--- src/rtl/alu_req_driver.sv ---
// alu_req_driver: valid/ready front end that drives the combinational ALU bus and returns its result.
// Optional build macro ALU_REQ_DRIVER_STATS_EN adds saturating handshake / error counters.

module alu_req_driver #(
    parameter int n   = 32,
    parameter int LAT = 1
) (
    input  logic         clk,
    input  logic         rst,
    input  logic         req_valid,
    output logic         req_ready,
    input  logic [3:0]   req_op,
    input  logic [n-1:0] req_a,
    input  logic [n-1:0] req_b,
    input  logic         req_signed,
    output logic [3:0]   alu_s,
    output logic [n-1:0] alu_a,
    output logic [n-1:0] alu_b,
    output logic         alu_sign,
    input  logic [n-1:0] alu_z,
    output logic         rsp_valid,
    input  logic         rsp_ready,
    output logic [n-1:0] rsp_z,
    output logic         rsp_err,
    output logic         busy
`ifdef ALU_REQ_DRIVER_STATS_EN
    ,
    output logic [15:0]  stat_ops,
    output logic [15:0]  stat_errs
`endif
);

    localparam int         SHW    = $clog2(n);
    localparam logic [3:0] LAT_C  = 4'(LAT);
    localparam logic [3:0] OP_DIV = 4'b0101;
    localparam logic [3:0] OP_SLL = 4'b0110;
    localparam logic [3:0] OP_SRL = 4'b0111;
    localparam logic [3:0] OP_NOT = 4'b1000;

    typedef enum logic [1:0] {
        IDLE  = 2'd0,
        DRIVE = 2'd1,
        RESP  = 2'd2
    } state_t;

    state_t         state_q;
    logic [3:0]     cnt_q;
    logic           req_ready_q;
    logic           busy_q;
    logic [3:0]     alu_s_q;
    logic [n-1:0]   alu_a_q;
    logic [n-1:0]   alu_b_q;
    logic           alu_sign_q;
    logic           rsp_valid_q;
    logic [n-1:0]   rsp_z_q;
    logic           rsp_err_q;

    logic           op_legal_d;
    logic           div_zero_d;
    logic [n-1:0]   b_drive_d;

    // Request decode: legality, divide-by-zero, and shift-amount wrap modulo n.
    always_comb begin
        op_legal_d = (req_op <= OP_NOT);
        div_zero_d = (req_op == OP_DIV) && (req_b == {n{1'b0}});
        if ((req_op == OP_SLL) || (req_op == OP_SRL)) begin
            b_drive_d = {{(n-SHW){1'b0}}, req_b[SHW-1:0]};
        end else begin
            b_drive_d = req_b;
        end
    end

    // Transaction FSM with all outputs registered.
    always_ff @(posedge clk) begin
        if (rst) begin
            state_q     <= IDLE;
            cnt_q       <= 4'd0;
            req_ready_q <= 1'b0;
            busy_q      <= 1'b0;
            alu_s_q     <= 4'd0;
            alu_a_q     <= {n{1'b0}};
            alu_b_q     <= {n{1'b0}};
            alu_sign_q  <= 1'b0;
            rsp_valid_q <= 1'b0;
            rsp_z_q     <= {n{1'b0}};
            rsp_err_q   <= 1'b0;
        end else begin
            case (state_q)
                IDLE: begin
                    alu_s_q    <= 4'd0;
                    alu_a_q    <= {n{1'b0}};
                    alu_b_q    <= {n{1'b0}};
                    alu_sign_q <= 1'b0;
                    if (req_valid && req_ready_q) begin
                        req_ready_q <= 1'b0;
                        busy_q      <= 1'b1;
                        if (!op_legal_d) begin
                            rsp_z_q     <= {n{1'b0}};
                            rsp_err_q   <= 1'b1;
                            rsp_valid_q <= 1'b1;
                            state_q     <= RESP;
                        end else if (div_zero_d) begin
                            rsp_z_q     <= {n{1'b1}};
                            rsp_err_q   <= 1'b1;
                            rsp_valid_q <= 1'b1;
                            state_q     <= RESP;
                        end else begin
                            alu_s_q    <= req_op;
                            alu_a_q    <= req_a;
                            alu_b_q    <= b_drive_d;
                            alu_sign_q <= req_signed;
                            cnt_q      <= LAT_C;
                            state_q    <= DRIVE;
                        end
                    end else begin
                        req_ready_q <= 1'b1;
                        busy_q      <= 1'b0;
                    end
                end
                DRIVE: begin
                    // Bus has been stable for LAT cycles on the cnt==1 edge, so Z is settled.
                    if (cnt_q == 4'd1) begin
                        rsp_z_q     <= alu_z;
                        rsp_err_q   <= 1'b0;
                        rsp_valid_q <= 1'b1;
                        alu_s_q     <= 4'd0;
                        alu_a_q     <= {n{1'b0}};
                        alu_b_q     <= {n{1'b0}};
                        alu_sign_q  <= 1'b0;
                        state_q     <= RESP;
                    end else begin
                        cnt_q <= cnt_q - 4'd1;
                    end
                end
                RESP: begin
                    if (rsp_ready) begin
                        rsp_valid_q <= 1'b0;
                        req_ready_q <= 1'b1;
                        busy_q      <= 1'b0;
                        state_q     <= IDLE;
                    end else begin
                        rsp_valid_q <= 1'b1;
                    end
                end
                default: begin
                    state_q     <= IDLE;
                    req_ready_q <= 1'b0;
                    busy_q      <= 1'b0;
                    rsp_valid_q <= 1'b0;
                end
            endcase
        end
    end

    assign req_ready = req_ready_q;
    assign busy      = busy_q;
    assign alu_s     = alu_s_q;
    assign alu_a     = alu_a_q;
    assign alu_b     = alu_b_q;
    assign alu_sign  = alu_sign_q;
    assign rsp_valid = rsp_valid_q;
    assign rsp_z     = rsp_z_q;
    assign rsp_err   = rsp_err_q;

`ifdef ALU_REQ_DRIVER_STATS_EN
    logic [15:0] stat_ops_q;
    logic [15:0] stat_errs_q;

    // Saturating counters stepped on each response handshake.
    always_ff @(posedge clk) begin
        if (rst) begin
            stat_ops_q  <= 16'd0;
            stat_errs_q <= 16'd0;
        end else if ((state_q == RESP) && rsp_ready) begin
            if (stat_ops_q != 16'hFFFF) begin
                stat_ops_q <= stat_ops_q + 16'd1;
            end
            if (rsp_err_q && (stat_errs_q != 16'hFFFF)) begin
                stat_errs_q <= stat_errs_q + 16'd1;
            end
        end
    end

    assign stat_ops  = stat_ops_q;
    assign stat_errs = stat_errs_q;
`endif

endmodule

--- config.mk ---
export PLATFORM = sky130hd
export DESIGN_NAME = alu_req_driver
export DESIGN_NICKNAME = d
export VERILOG_FILES = /design/src/rtl/alu_req_driver.sv
export SDC_FILE = /design/constraint.sdc
export NUM_CORES = 1
export LEC_CHECK = 0
export ABC_CLOCK_PERIOD_IN_PS = 2550
export BUFFER_PORTS_ARGS = -buffer_cell sky130_fd_sc_hd__buf_2
export CELL_PAD_IN_SITES_DETAIL_PLACEMENT = 1
export CELL_PAD_IN_SITES_GLOBAL_PLACEMENT = 1
export CORE_UTILIZATION = 33
export CTS_BUF_LIST = sky130_fd_sc_hd__clkbuf_16
export DETAILED_ROUTE_END_ITERATION = 12
export GPL_TIMING_DRIVEN = 0
export PLACE_DENSITY = 0.82
export SYNTH_ARGS = -nofsm -noshare
export SYNTH_HDL_FRONTEND = slang
export SYNTH_SLANG_ARGS = --single-unit
--- constraint.sdc ---
create_clock -name clk -period 2.55 [get_ports clk]
set_input_delay 0.765 -clock clk [delete_from_list [all_inputs] [get_ports clk]]
set_output_delay 0.765 -clock clk [all_outputs]
set_load 0.02 [all_outputs]
==> results of run 1 <==
-- cells in the mapped netlist, drive strengths merged --
cell	instances
inv	37
clkbuf	20
a21oi	7
o31a	1
or4	1
a221oi	32
and4	1
a22oi	41
o311a	1
dfxtp	111
or4b	1
nand2b	2
nor2	76
or3b	1
a31oi	1
o21ai	8
nand2	40
nor4b	1
or2	2
a211oi	2
nor3	4
a2111oi	1
o31ai	1
and2	2
buf	19
a32oi	27
nor2b	3
nand3	3
nand4	1
ha	2
o311ai	1
o22a	1
nor4	8
-- worst max path at each step --
stage               startpoint                endpoint  slack, ns  cells past startpoint
global route         req_b[12]  alu_b[23]$_SDFFE_PP0P_       0.02                      7
floorplan             req_b[5]  alu_b[31]$_SDFFE_PP0P_       0.28                      7
detailed placement   req_b[12]   alu_a[6]$_SDFFE_PP0P_      -0.22                      8
finish               req_b[12]  alu_a[16]$_SDFFE_PP0P_       0.15                      8
global placement     req_b[26]  alu_b[31]$_SDFFE_PP0P_      -0.22                      8
CTS                  req_b[12]  alu_a[12]$_SDFFE_PP0P_       0.16                      8
-- registers in the layout, summed over array words and instances (netlist names) --
register and cells:
rsp_valid 1, rsp_z 32, alu_sign 1, alu_s 4, cnt_q 4, alu_b 32, rsp_err 1, busy 1
alu_a 32, req_ready 1, state_q 2
-- critical path, cell delays in order --
cell and delay, ns:
buf_2 0.11, nor4_1 0.36, nand3_1 0.28, o311a_1 0.45, buf_2 0.21, buf_2 0.21, a22oi_1 0.18, nor2_1 0.06
-- per-stage QoR --
step / utilization / cells / setup slack [ns] / cell area, um^2
6_report: 0.4623 / 855 / 0.1514 / 5929
5_1_grt: 0.4623 / 855 / 0.02131 / 5929
4_1_cts: 0.4621 / 855 / 0.1582 / 5927
3_5_place_dp: 0.4422 / 840 / -0.2234 / 5672
3_3_place_gp: 0.4422 / 840 / -0.2232 / 5672
2_1_floorplan: - / 459 / 0.2793 / 4410
-- routing by layer --
metal | track usage | up-vias | wire length (um)
met5 | 0 | - | 0
met4 | 0.08654 | 0 | 298
met3 | 0.05717 | 20 | 1084
met2 | 0.3654 | 168 | 7105
met1 | 0.2425 | 2143 | 5936
li1 | - | 2091 | -
-- layout make-up --
cell class / instances / share of cell area
buffer: 39 / 0.03186
clock buffer: 9 / 0.03798
clock inverter: 6 / 0.005064
inverter: 37 / 0.02342
multi-input combinational: 272 / 0.3142
sequential: 111 / 0.3748
tap: 172 / 0.03629
timing repair buffer: 209 / 0.1764
-- logic make-up (layout without fill, tap and decap cells) --
logic type               count (synthesis)  in the layout  synth area share
AND/OR/NAND/NOR                        146            146            0.1504
buffers and inverters                   76            300           0.07433
AO/OA/AOI/OAI                          124            124            0.2658
adder cells (fa/ha/maj)                  2              2          0.005673
flip-flops                             111            111            0.5038
-- report_power, final --
| group | internal (W) | switching (W) | leakage (nW) | total [W] |
|---|---|---|---|---|
| registers | 0.00182 | 0.0000499 | 0.900 | 0.00187 |
| clock network | 0.000646 | 0.000633 | 0.131 | 0.00128 |
| logic | 0.000266 | 0.000468 | 1.52 | 0.000734 |
| total | 0.00273 | 0.00115 | 2.56 | 0.00388 |
-- repair_timing --
item,in CTS,in global routing
resized for setup,0,1
hold buffers,0,0
buffers inserted,0,0
endpoints found under the setup margin,0,1
==> results.cfg, run 1 <==
[route]
via_per_inst = 5.172
drc = 0
drt_iter0_markers = 218
dr_total_vias = 4422
wire_per_inst_um = 16.87
dr.pass1.iters = 4
antenna_left = 0
routed_wl_mm = 14.43

[grt]
grt_max_degree = 17
grt_pass1_vias = 4583
grt_first_pass_wirelength_mm = 23.34
antenna_found_initial = 0
track_usage = 0.2104
grt.overflow.total = 0

[placement]
portBuffers = 209
place_congestion = 0.7800
hpwlAfterDp_mm = 11.32

[timing]
tightest_slew_ns = 0.6947
hold_slack_ns = 0.4582
fin_tns_setup_ns = 0
rsz0062_at_grt = no
final_hold_viol_count = 0
relSlewSlack = 0.5369
finalCriticalPeriod_ns = 2.399
setup-violations-final = 0
drv_slew = 0
fmaxAchievable_mhz = 416.9
skew_ns = 0.006247
fin_crit_sh = 0.9406

[worst_hold_path]
whs_endpoint = rsp_err$_SDFFE_PP0P_
hp-class = register to register
min_path_cells = 2
min_from = rsp_err$_SDFFE_PP0P_

[clock_tree]
clock_latency_ns = 0.35
cts_tree = done
clock_path_buffers = 2
cts_buffers = 9
clkTransAtPathRegs_ns = 0.07
cts-root-buf = clkbuf_16
clock_sinks = 111
h-tree-depth = 3

[floorplan]
io_pins = 210
initial_utilization = 0.3439
core_um2 = 12820
die_area_um2 = 13830
dieWidth_um = 117.6
rows = 41
die_y_um = 117.6

[logic_synthesis]
yosys.area.top_type = dfxtp_1
netlist_area_um2 = 4410
synth_warnings = 0
synth.net_count = 566
yosysTopAreaCellShare = 0.5038
seq_area_frac_synth = 0.5038
synthTopCellsByArea = dfxtp_1 50%, a221oi_2 9.9%, a22oi_1 7.0%
syn_avg_cell_area_um2 = 9.609
ys_ff_latch = 111
synth_cells = 459
synthDistinctLibCells = 39

[critical_path]
crit_fanout = 10
reg2regPathDepth = 9
rrSetupSlack_ns = 0.29
timing.rr.end = alu_b[23]$_SDFFE_PP0P_
rr_startpoint = cnt_q[1]$_SDFFE_PP0P_
cp-start-kind = input pin
cp_data_required_time_ns = 2.78
setup.worst_path.end_class = register
critPathKind = input pin to register
crit_arrival_ns = 2.62

[outcome]
status = finished clean

[job]
drv_cap = 0

[cells_and_area]
n_fill_cell = 1555
antennaDiodeCount = 0
final_nets = 786
final_cell_mix = 219 x buf_2, 111 x dfxtp_1, 76 x nor2_1
final_common_cell = buf_2
area_growth_pct = 34.44
multi_input_area_um2 = 1863
final_layout_size_suffix_gt1_frac = 0.4056
seq_area_um2 = 2222

[pwr]
p_leak_nw = 2.556
peakVddDrop_mv = 0.2746
power_w = 0.003885
power_density_nw_per_um2 = 655.2
Power figures use the tool's default switching activity.
==> run 2: changes to the inputs <==
- BUFFER_PORTS_ARGS: -buffer_cell sky130_fd_sc_hd__buf_2 -> unset
- CORE_UTILIZATION: 33 -> 35
- CTS_CLUSTER_SIZE: unset -> 40
- DONT_BUFFER_PORTS: unset -> 1
- PLACE_DENSITY: 0.82 -> 0.66
==> results.cfg, run 2 (synthesis results as in run 1) <==
[cells_and_area]
area_growth_pct = 11.52
final_nets = 577
antennaDiodeCount = 0
n_fill_cell = 1409
final_layout_size_suffix_gt1_frac = 0.1516
final_cell_mix = 111 x dfxtp_1, 76 x nor2_1, 41 x a22oi_1
final_common_cell = dfxtp_1
final_area_um2 = 4918

[grt]
grt_pass1_vias = 3641
antenna_found_initial = 0
track_usage = 0.1957
grt_max_degree = 22
grt_first_pass_wirelength_mm = 19.53
grt.overflow.total = 0

[job]
drv_cap = 0

[timing]
finalCriticalPeriod_ns = 2.267
hold_slack_ns = 0.5031
tightest_slew_ns = 0.6985
fin_tns_setup_ns = 0
fmaxAchievable_mhz = 441.1
rsz0062_at_grt = no
skew_ns = 0.007719
setup-violations-final = 0
final_hold_viol_count = 0
drv_slew = 0
timing.final.ws_setup_ns = 0.2829
fin_crit_sh = 0.8891
relSlewSlack = 0.5343

[pwr]
power_w = 0.003867
p_leak_nw = 1.587
peakVddDrop_mv = 0.3036
power_density_nw_per_um2 = 786.2

[floorplan]
die_area_um2 = 13050
core_um2 = 12160
initial_utilization = 0.3627
dieWidth_um = 114.3
io_pins = 210
die_y_um = 114.3
rows = 40

[clock_tree]
cts_buffers = 9
cts_tree = done
cts-root-buf = clkbuf_16
clock_latency_ns = 0.35
h-tree-depth = 3
clock_path_buffers = 2
clock_sinks = 111
clkTransAtPathRegs_ns = 0.08

[route]
via_per_inst = 5.521
antenna_left = 0
wl_met2_mm = 6.124
drt_iter0_markers = 164
wl_met1_mm = 5.073
wire_per_inst_um = 19.71
dr_total_vias = 3550
drc = 0
topRoutingLayerUsed = met4
dr.pass1.iters = 5
met3_length_mm = 1.311
routed_wl_mm = 12.67

[critical_path]
timing.rr.end = alu_b[26]$_SDFFE_PP0P_
cp-start-kind = input pin
critPathKind = input pin to register
setup.worst_path.end_class = register
rr_startpoint = cnt_q[1]$_SDFFE_PP0P_
crit_fanout = 10
cp_data_required_time_ns = 2.81
crit_arrival_ns = 2.53
reg2regPathDepth = 9
rrSetupSlack_ns = 0.30

[worst_hold_path]
whs_endpoint = cnt_q[3]$_SDFFE_PP0P_
hp-class = register to register
min_from = cnt_q[3]$_SDFFE_PP0P_
min_path_cells = 2

[placement]
dp_worst_setup_slack_ns = -0.1532
hpwlAfterDp_mm = 9.630
place_congestion = 0.7449
place_area_um2 = 4621
portBuffers = 0

[outcome]
status = finished clean
run 2: cell types whose count changed in the layout (fill, tap and decap cells not counted), sizes merged:
cell,previous run,this run
inv,38,43
clkinv,5,0
clkinvlp,0,1
buf,228,19
run 2: critical path: stages:
cell,delay [ns]
nor4_2,0.37
nand4_2,0.24
o31ai_4,0.44
o21ai_2,0.21
buf_6,0.22
a221oi_2,0.28
run 2: report_power, final:
| part | internal [W] | leakage [nW] | switching (W) | total, W |
|---|---|---|---|---|
| clock network | 0.000700 | 0.144 | 0.000730 | 0.00143 |
| registers | 0.00182 | 0.900 | 0.000162 | 0.00198 |
| logic | 0.000158 | 0.542 | 0.000295 | 0.000453 |
| total | 0.00268 | 1.59 | 0.00119 | 0.00387 |
run 2: worst max path at each step:
| stage | slack (ns) | start | cells after the start | end |
|---|---|---|---|---|
| CTS | 0.17 | cnt_q[1]$_SDFFE_PP0P_ | 9 | alu_b[29]$_SDFFE_PP0P_ |
| detailed placement | -0.15 | req_b[0] | 6 | rsp_z[29]$_SDFFE_PP0P_ |
| floorplan | 0.28 | req_b[5] | 7 | alu_b[31]$_SDFFE_PP0P_ |
| global placement | -0.10 | req_b[0] | 7 | alu_b[31]$_SDFFE_PP0P_ |
| global route | 0.08 | cnt_q[1]$_SDFFE_PP0P_ | 9 | alu_b[31]$_SDFFE_PP0P_ |
| finish | 0.28 | req_b[0] | 6 | rsp_z[29]$_SDFFE_PP0P_ |
run 2: timing repair:
item	in CTS	in global routing
buffers inserted	0	0
endpoints found under the setup margin	0	6
hold buffers	0	0
gates resized for setup	0	1
run 2: per-stage QoR:
step | instances | util
2_1_floorplan | 459 | -
3_3_place_gp | 627 | 0.3799
3_5_place_dp | 627 | 0.3799
4_1_cts | 643 | 0.4042
5_1_grt | 643 | 0.4044
6_report | 643 | 0.4044
run 2: final cells by class:
| class | count | area (um^2) | area share |
|---|---|---|---|
| plain buffers | 39 | 188.9 | 0.03841 |
| clock inverters | 7 | 70.07 | 0.01425 |
| clock buffers | 9 | 225.2 | 0.04579 |
| multi-input cells | 272 | 1863 | 0.3788 |
| inverters | 37 | 138.9 | 0.02824 |
| flip-flops and latches | 111 | 2222 | 0.4518 |
| well taps | 168 | 210.2 | 0.04274 |
run 2: layer usage:
layer  GRT usage  vias to the layer above
met5           0                        -
met4     0.06494                        0
met3     0.07782                       12
met2      0.3321                      150
met1      0.2241                     1715
li1            -                     1673
